**config.mk**
```make
export PLATFORM = sky130hd
export DESIGN_NAME = muldiv_hilo
export DESIGN_NICKNAME = d
export VERILOG_FILES = /design/src/rtl/muldiv_hilo.sv
export SDC_FILE = /design/constraint.sdc
export NUM_CORES = 1
export LEC_CHECK = 0
export CAP_MARGIN = 20
export CORE_MARGIN = 1.5
export CORE_UTILIZATION = 55
export DETAILED_ROUTE_END_ITERATION = 16
export GPL_TIMING_DRIVEN = 0
export PLACE_DENSITY_LB_ADDON = 0.05
export SYNTH_ARGS = -nofsm -noshare
export SYNTH_HDL_FRONTEND = slang
export SYNTH_SLANG_ARGS = --single-unit
```
**constraint.sdc**
```tcl
create_clock -name clk -period 7.7 [get_ports clk]
set_clock_uncertainty 0.1 [all_clocks]
set_input_delay 1.925 -clock clk [delete_from_list [all_inputs] [get_ports clk]]
set_output_delay 1.925 -clock clk [all_outputs]
set_load 0.03 [all_outputs]
```
**src/rtl/muldiv_hilo.sv**
```systemverilog
// Multi-cycle unsigned multiply (shift-add) / divide (restoring) unit with HI/LO result registers.
// One iteration per clock over 32 cycles; dataOut muxes HI/LO onto the write-back bus.
module muldiv_hilo #(
    parameter int          WIDTH = 32,
    parameter logic [5:0]  MULTU = 6'd25,
    parameter logic [5:0]  DIVU  = 6'd27,
    parameter logic [5:0]  MFHI  = 6'd16,
    parameter logic [5:0]  MFLO  = 6'd18
) (
    input  logic             clk,
    input  logic             rst,
    input  logic [WIDTH-1:0] dataA,
    input  logic [WIDTH-1:0] dataB,
    input  logic [5:0]       funct,
    input  logic             start,
    output logic [WIDTH-1:0] dataOut,
    output logic             busy,
    output logic             done
);

    typedef enum logic [1:0] {
        S_IDLE,
        S_MUL,
        S_DIV,
        S_DONE
    } state_t;

    state_t               r_state;
    logic [4:0]           r_count;
    logic [WIDTH-1:0]     r_a;
    logic [WIDTH-1:0]     r_b;
    logic [2*WIDTH-1:0]   r_acc;
    logic [WIDTH:0]       r_rem;
    logic [WIDTH-1:0]     r_quo;
    logic [WIDTH-1:0]     r_hi;
    logic [WIDTH-1:0]     r_lo;
    logic                 r_busy;
    logic                 r_done;

    logic                 w_accept;
    logic                 w_last;
    logic [WIDTH:0]       w_sum;
    logic [2*WIDTH-1:0]   w_acc_next;
    logic [WIDTH+1:0]     w_rem_sh;
    logic                 w_fits;
    logic [WIDTH:0]       w_diff;
    logic [WIDTH:0]       w_rem_next;
    logic [WIDTH-1:0]     w_quo_next;

    assign w_accept = (r_state == S_IDLE || r_state == S_DONE) && start;
    assign w_last   = (r_count == 5'd31);

    // Multiply step: conditional add into the upper half, then shift {carry, acc} right.
    assign w_sum      = {1'b0, r_acc[2*WIDTH-1:WIDTH]} + (r_b[0] ? {1'b0, r_a} : '0);
    assign w_acc_next = (2*WIDTH)'({w_sum, r_acc[WIDTH-1:0]} >> 1);

    // Divide step: shift {rem, quo} left, keep the difference only when it does not borrow.
    assign w_rem_sh   = {r_rem, r_quo[WIDTH-1]};
    assign w_fits     = (w_rem_sh >= {2'b00, r_b});
    assign w_diff     = w_rem_sh[WIDTH:0] - {1'b0, r_b};
    assign w_rem_next = w_fits ? w_diff : w_rem_sh[WIDTH:0];
    assign w_quo_next = {r_quo[WIDTH-2:0], w_fits};

    always_ff @(posedge clk or negedge rst) begin
        if (!rst) begin
            r_state <= S_IDLE;
            r_count <= '0;
            r_a     <= '0;
            r_b     <= '0;
            r_acc   <= '0;
            r_rem   <= '0;
            r_quo   <= '0;
            r_hi    <= '0;
            r_lo    <= '0;
            r_busy  <= 1'b0;
            r_done  <= 1'b0;
        end else begin
            r_done <= 1'b0;
            case (r_state)
                S_IDLE, S_DONE: begin
                    if (w_accept && funct == MULTU) begin
                        r_a     <= dataA;
                        r_b     <= dataB;
                        r_acc   <= '0;
                        r_count <= '0;
                        r_busy  <= 1'b1;
                        r_state <= S_MUL;
                    end else if (w_accept && funct == DIVU) begin
                        r_b     <= dataB;
                        r_rem   <= '0;
                        r_quo   <= dataA;
                        r_count <= '0;
                        r_busy  <= 1'b1;
                        r_state <= S_DIV;
                    end else begin
                        r_busy  <= 1'b0;
                        r_state <= S_IDLE;
                    end
                end
                S_MUL: begin
                    r_acc   <= w_acc_next;
                    r_b     <= r_b >> 1;
                    r_count <= r_count + 5'd1;
                    if (w_last) begin
                        r_hi    <= w_acc_next[2*WIDTH-1:WIDTH];
                        r_lo    <= w_acc_next[WIDTH-1:0];
                        r_busy  <= 1'b0;
                        r_done  <= 1'b1;
                        r_state <= S_DONE;
                    end
                end
                S_DIV: begin
                    r_rem   <= w_rem_next;
                    r_quo   <= w_quo_next;
                    r_count <= r_count + 5'd1;
                    if (w_last) begin
                        r_hi    <= w_rem_next[WIDTH-1:0];
                        r_lo    <= w_quo_next;
                        r_busy  <= 1'b0;
                        r_done  <= 1'b1;
                        r_state <= S_DONE;
                    end
                end
                default: begin
                    r_busy  <= 1'b0;
                    r_state <= S_IDLE;
                end
            endcase
        end
    end

    always_comb begin
        dataOut = '0;
        if (funct == MFHI) begin
            dataOut = r_hi;
        end else if (funct == MFLO) begin
            dataOut = r_lo;
        end
    end

    assign busy = r_busy;
    assign done = r_done;

endmodule

```
==> Word level (Yosys, flattened, before mapping) <==
Index checks and enable logic that the tools add are counted.
{ "op_classes": {"n_addsub": 3, "order_cmp": 1, "eq_ne": 15, "n_mux": 34, "n_reduce_logical": 15} }
{ "ops": {"columns": ["operator", "count"], "rows": [
  ["32-bit two-way mux", 11],
  ["32-bit case mux with 2 select lines", 4],
  ["64-bit case mux with 2 select lines", 1],
  ["33-bit two-way mux", 3],
  ["33-bit case mux with 2 select lines", 1],
  ["64-bit two-way mux", 1],
  ["34-bit by 32-bit >= comparator with 1-bit output", 1],
  ["32-bit by 32-bit adder with 33-bit output", 1],
  ["33-bit by 32-bit subtractor with 33-bit output", 1],
  ["6-bit by 5-bit == test with 1-bit output, second input constant", 4],
  ["5-bit two-way mux", 2],
  ["2-bit != test, second input constant", 5],
  ["5-bit case mux with 2 select lines", 1],
  ["2-bit two-way mux", 3],
  ["2-bit AND reduction", 3],
  ["3-bit AND reduction", 2],
  ["2-bit nonzero test", 3],
  ["5-bit by 1-bit adder with 5-bit output, second input constant", 1],
  ["5-bit == test, second input constant", 1],
  ["1-bit two-way mux", 5],
  ["2-bit == test, second input constant", 2],
  ["2-bit case mux with 2 select lines", 1],
  ["2-bit OR reduction", 2],
  ["1-bit logical AND", 3],
  ["6 further kinds", 6]
]} }
{ "totals": {"register_bits": 266, "inputBits": 73, "output_inout_bits": 34} }

==> Logic depth before layout (Yosys ltp) <==
{ "depth": {"ltp_word": 7, "depth_mapped": 16, "mapped_depth_nobuf": 14} }

==> Least setup slack after synthesis <==
OpenSTA, ideal clock, no wires.
{ "synth_timing": {"kind": "input to output", "start": "input funct[2]", "end": "output dataOut[10]", "t_arrival_ns": 3.565, "required_ns": 5.675, "path_slack_ns": 2.110, "path_stages": 6, "path_cell_list": "or3b_2 -> clkbuf_1 -> or3_1 -> clkbuf_1 -> clkbuf_1 -> nor2_1"} }
{ "synth_via": {"elab_chain_cells": 3, "word_cells_on_any_way": 4, "classes_between": "eq/ne (2); mux (2)"} }
{ "synth_rtl": {"columns": ["element", "line", "text"], "rows": [
  ["start, declared", "14", "input logic [5:0] funct,"],
  ["6-bit by 5-bit == test with 1-bit output", "136", "end else if (funct == MFLO) begin"],
  ["32-bit two-way mux", "136", null],
  ["32-bit two-way mux (*)", "134", "if (funct == MFHI) begin"],
  ["end, declared", "16", "output logic [WIDTH-1:0] dataOut,"]
]} }
Every way passes the cells marked *; elsewhere a longest branch is shown, timed or not.

==> Worst setup path after layout <==
{ "layout_timing": {"start": "input funct[4]", "end": "output dataOut[21]"} }
The elaborated chain is that of the path after synthesis.

==> run metrics <==
Hold Path End r_a[6]; hpwl dp 33400 µm; Top FF cell, synth dfrtp_1; CTS H-Tree Depth 1; Setup crit end kind primary output; Starting Density 0.562; cell count of the worst hold path 2; All-Layer GR Usage 0.308; total area of sequential cells 6630 µm²; grt ovf 0; crit start category input port; # setup viols final 0; fmax 144 MHz; Buf/Inv on CP 5; worst path cell trace clkdlybuf4s50_1 > or3b_2 > clkbuf_1 > or3_1 > clkbuf_1 > clkbuf_1 > nor2_1 > clkdlybuf4s50_1; first-pass GRT wire length 69800 µm; Mapped Area 15600 µm²; Max rail drop VDD 0.194 mV; Min-Delay Startpoint r_a[6]; post_cts resized 0; vias in the first global route 12700; pin count of the biggest net entering global routing 117; post-route insts no fill 2252; Root Driver clkbuf_16; # rows 61; fill count 2373; Largest delay share family, worst path buffers and inverters; Max-cap violations 0; final hold vios 0; final antenna-violating net count 0; area of the multi-input gates 8400 µm²; Cell variety after synth 75; Clock Path Buffers 3; max-slew violation total from the final report 0; reg-to-reg slack, setup 3740 ps; RSZ-0062 raised after global routing no; PnR worst setup slack 739 ps; Syn Area/Cell 9.14 µm²; final critical-path required period 6960 ps; Synth Warn # 0; Max transition margin 0.326; Final period util 0.904; Pleak 8.37 nW; CP most frequent cell clkbuf_1; Clk Latency, worst-skew pair 570 ps; HP Class register to register; Synth Net Count 1855; antenna violations before repair 0; Mapped Cells 1712; total wire length 44600 µm; CTS Sinks 265; fraction of registers with async set/reset 1.00; dominant cell type by area after synthesis dfrtp_1; worst setup path category input port to primary output; Worst-Margin Slew 1010 ps; Die H 172 µm; slowest stage delay, CP 690 ps; die area 29500 µm²; 1st-pass router iterations 7; Synth top area share 0.424; via count 13200; worst-path maximum fanout 10; Critical Path RT 5680 ps; pre-CTS WS 775 ps; CTS Buf Count 30; cts-stage hold buffer count 0; Setup Buffers After CTS 0; placed insts 2197; GP Congestion 0.931; reg2reg start r_b[0]; ratio of cells with drive above 1 in the final layout 0.0523; synth-to-layout area growth 16.7%; clock slew at reported path FFs 60 ps; core area 27900 µm²; DRC violations left 0; Critical Path AT 4940 ps; fin util 0.656; RR Endpoint r_hi[21]; CTS tree done; Routed WL per cell 19.8 µm; Worst path slowest cell clkdlybuf4s50_1; post-DR vias/cell 5.85; FF+latch count, synth 265; fin nets 1994; # diodes 0; PortBufs 105; Post-synth EDFFs 0; DR iter-0 viols 943; I/O Pins 107; die width 172 µm; power density over the cells 250 nW/µm²; Seq/Total Area, Yosys 0.424; reg2reg path depth 14; hold slack 367 ps; top cells by area, synth dfrtp_1, mux2i_1, nand2_1; status finished, final reports clean
## cell usage in the layout, fill, tap and decap left out, drive strengths merged, types with 18 or more instances in the layout
cell,count
inv,53
clkdlybuf4s50,104
o31ai,24
a21o,34
dfrtp,265
xnor2,32
and2,40
a21oi,109
clkbuf,138
nand2,283
ha,68
xor2,26
nor2,107
o21ai,174
a22o,40
nand3,18
mux2i,153
mux2,21
## synth_stat cells (5+ instances only)
master / n
nand2_1: 283
dfrtp_1: 265
mux2i_1: 153
o21ai_0: 153
a21oi_1: 107
nor2_1: 105
clkbuf_1: 93
ha_1: 68
inv_1: 52
a22o_1: 40
and2_1: 39
a21o_1: 34
xnor2_1: 32
xor2_1: 26
o31ai_1: 21
o21ai_1: 20
mux2_2: 18
nand3_1: 17
nand4_1: 17
nor3_1: 15
o21bai_1: 14
a31oi_1: 11
nand2b_1: 11
o211ai_1: 8
a211oi_1: 6
and3_1: 6
a21boi_0: 5
nor4_1: 5
or3_1: 5
## power by group
group / total (mW) / switching (mW) / leakage [nW] / internal (mW)
sequential: 1.80 / 0.183 / 3.57 / 1.62
combinational: 1.29 / 0.773 / 4.30 / 0.515
clock: 1.48 / 0.590 / 0.497 / 0.893
total: 4.57 / 1.55 / 8.37 / 3.03
## flip-flops by register name (all words and copies together), names as in the netlist, 2 cells and up
register	flops
r_lo	32
r_count	5
r_quo	32
r_b	32
r_hi	32
r_state	2
r_rem	33
r_acc	63
r_a	32
## stage by stage
step / total power [mW] / setup TNS, ps / cell area, µm²
after floorplan: 2.72 / 0 / 15600
after global placement: 3.07 / -1844040 / 17200
after detailed placement: 3.10 / 0 / 17200
after CTS: 4.59 / 0 / 18300
after global routing: 4.83 / 0 / 18300
final: 4.57 / 0 / 18300
## worst max path at each step
| stage | endpoint | start | slack [ps] | cells after the start |
|---|---|---|---|---|
| global placement | r_acc[12] | rst | -7000 | 1 |
| global route | dataOut[16] | funct[4] | 670 | 8 |
| finish | dataOut[21] | funct[4] | 740 | 8 |
| CTS | dataOut[21] | funct[4] | 770 | 8 |
| detailed placement | dataOut[21] | funct[4] | 770 | 8 |
| floorplan | dataOut[10] | funct[2] | 2110 | 6 |
## tightest hold or removal path: cells and delay by family (launching register included)
kind             cells  cell delay (ps)
AND/OR/NAND/NOR      2              100
flip-flops           1              340
## layer usage
layer | vias to the layer above | wire, µm | GRT usage
li1 | 6312 | - | -
met1 | 6405 | 21100 | 0.451
met2 | 380 | 20000 | 0.484
met3 | 71 | 2200 | 0.0292
met4 | 0 | 1330 | 0.0892
met5 | - | 0 | 0
## layout make-up
class                           count  share of cell area
Timing Repair Buffer              107              0.0608
Multi-Input combinational cell   1291               0.460
Sequential cell                   265               0.363
Tap cell                          378              0.0259
Clock buffer                       45              0.0486
Inverter                           53              0.0109
Buffer                            103              0.0230
Clock inverter                     10             0.00788
## cell families after synthesis
group,Yosys count,synth area share
and+or+nand+nor,528,0.149
buffers and inverters,156,0.0396
muxes,174,0.113
DFF,265,0.424
adders and majority gates,70,0.0570
AOI/OAI and AO/OA,461,0.185
xor gates and xnor gates,58,0.0325
Power figures use the tool's default switching activity.
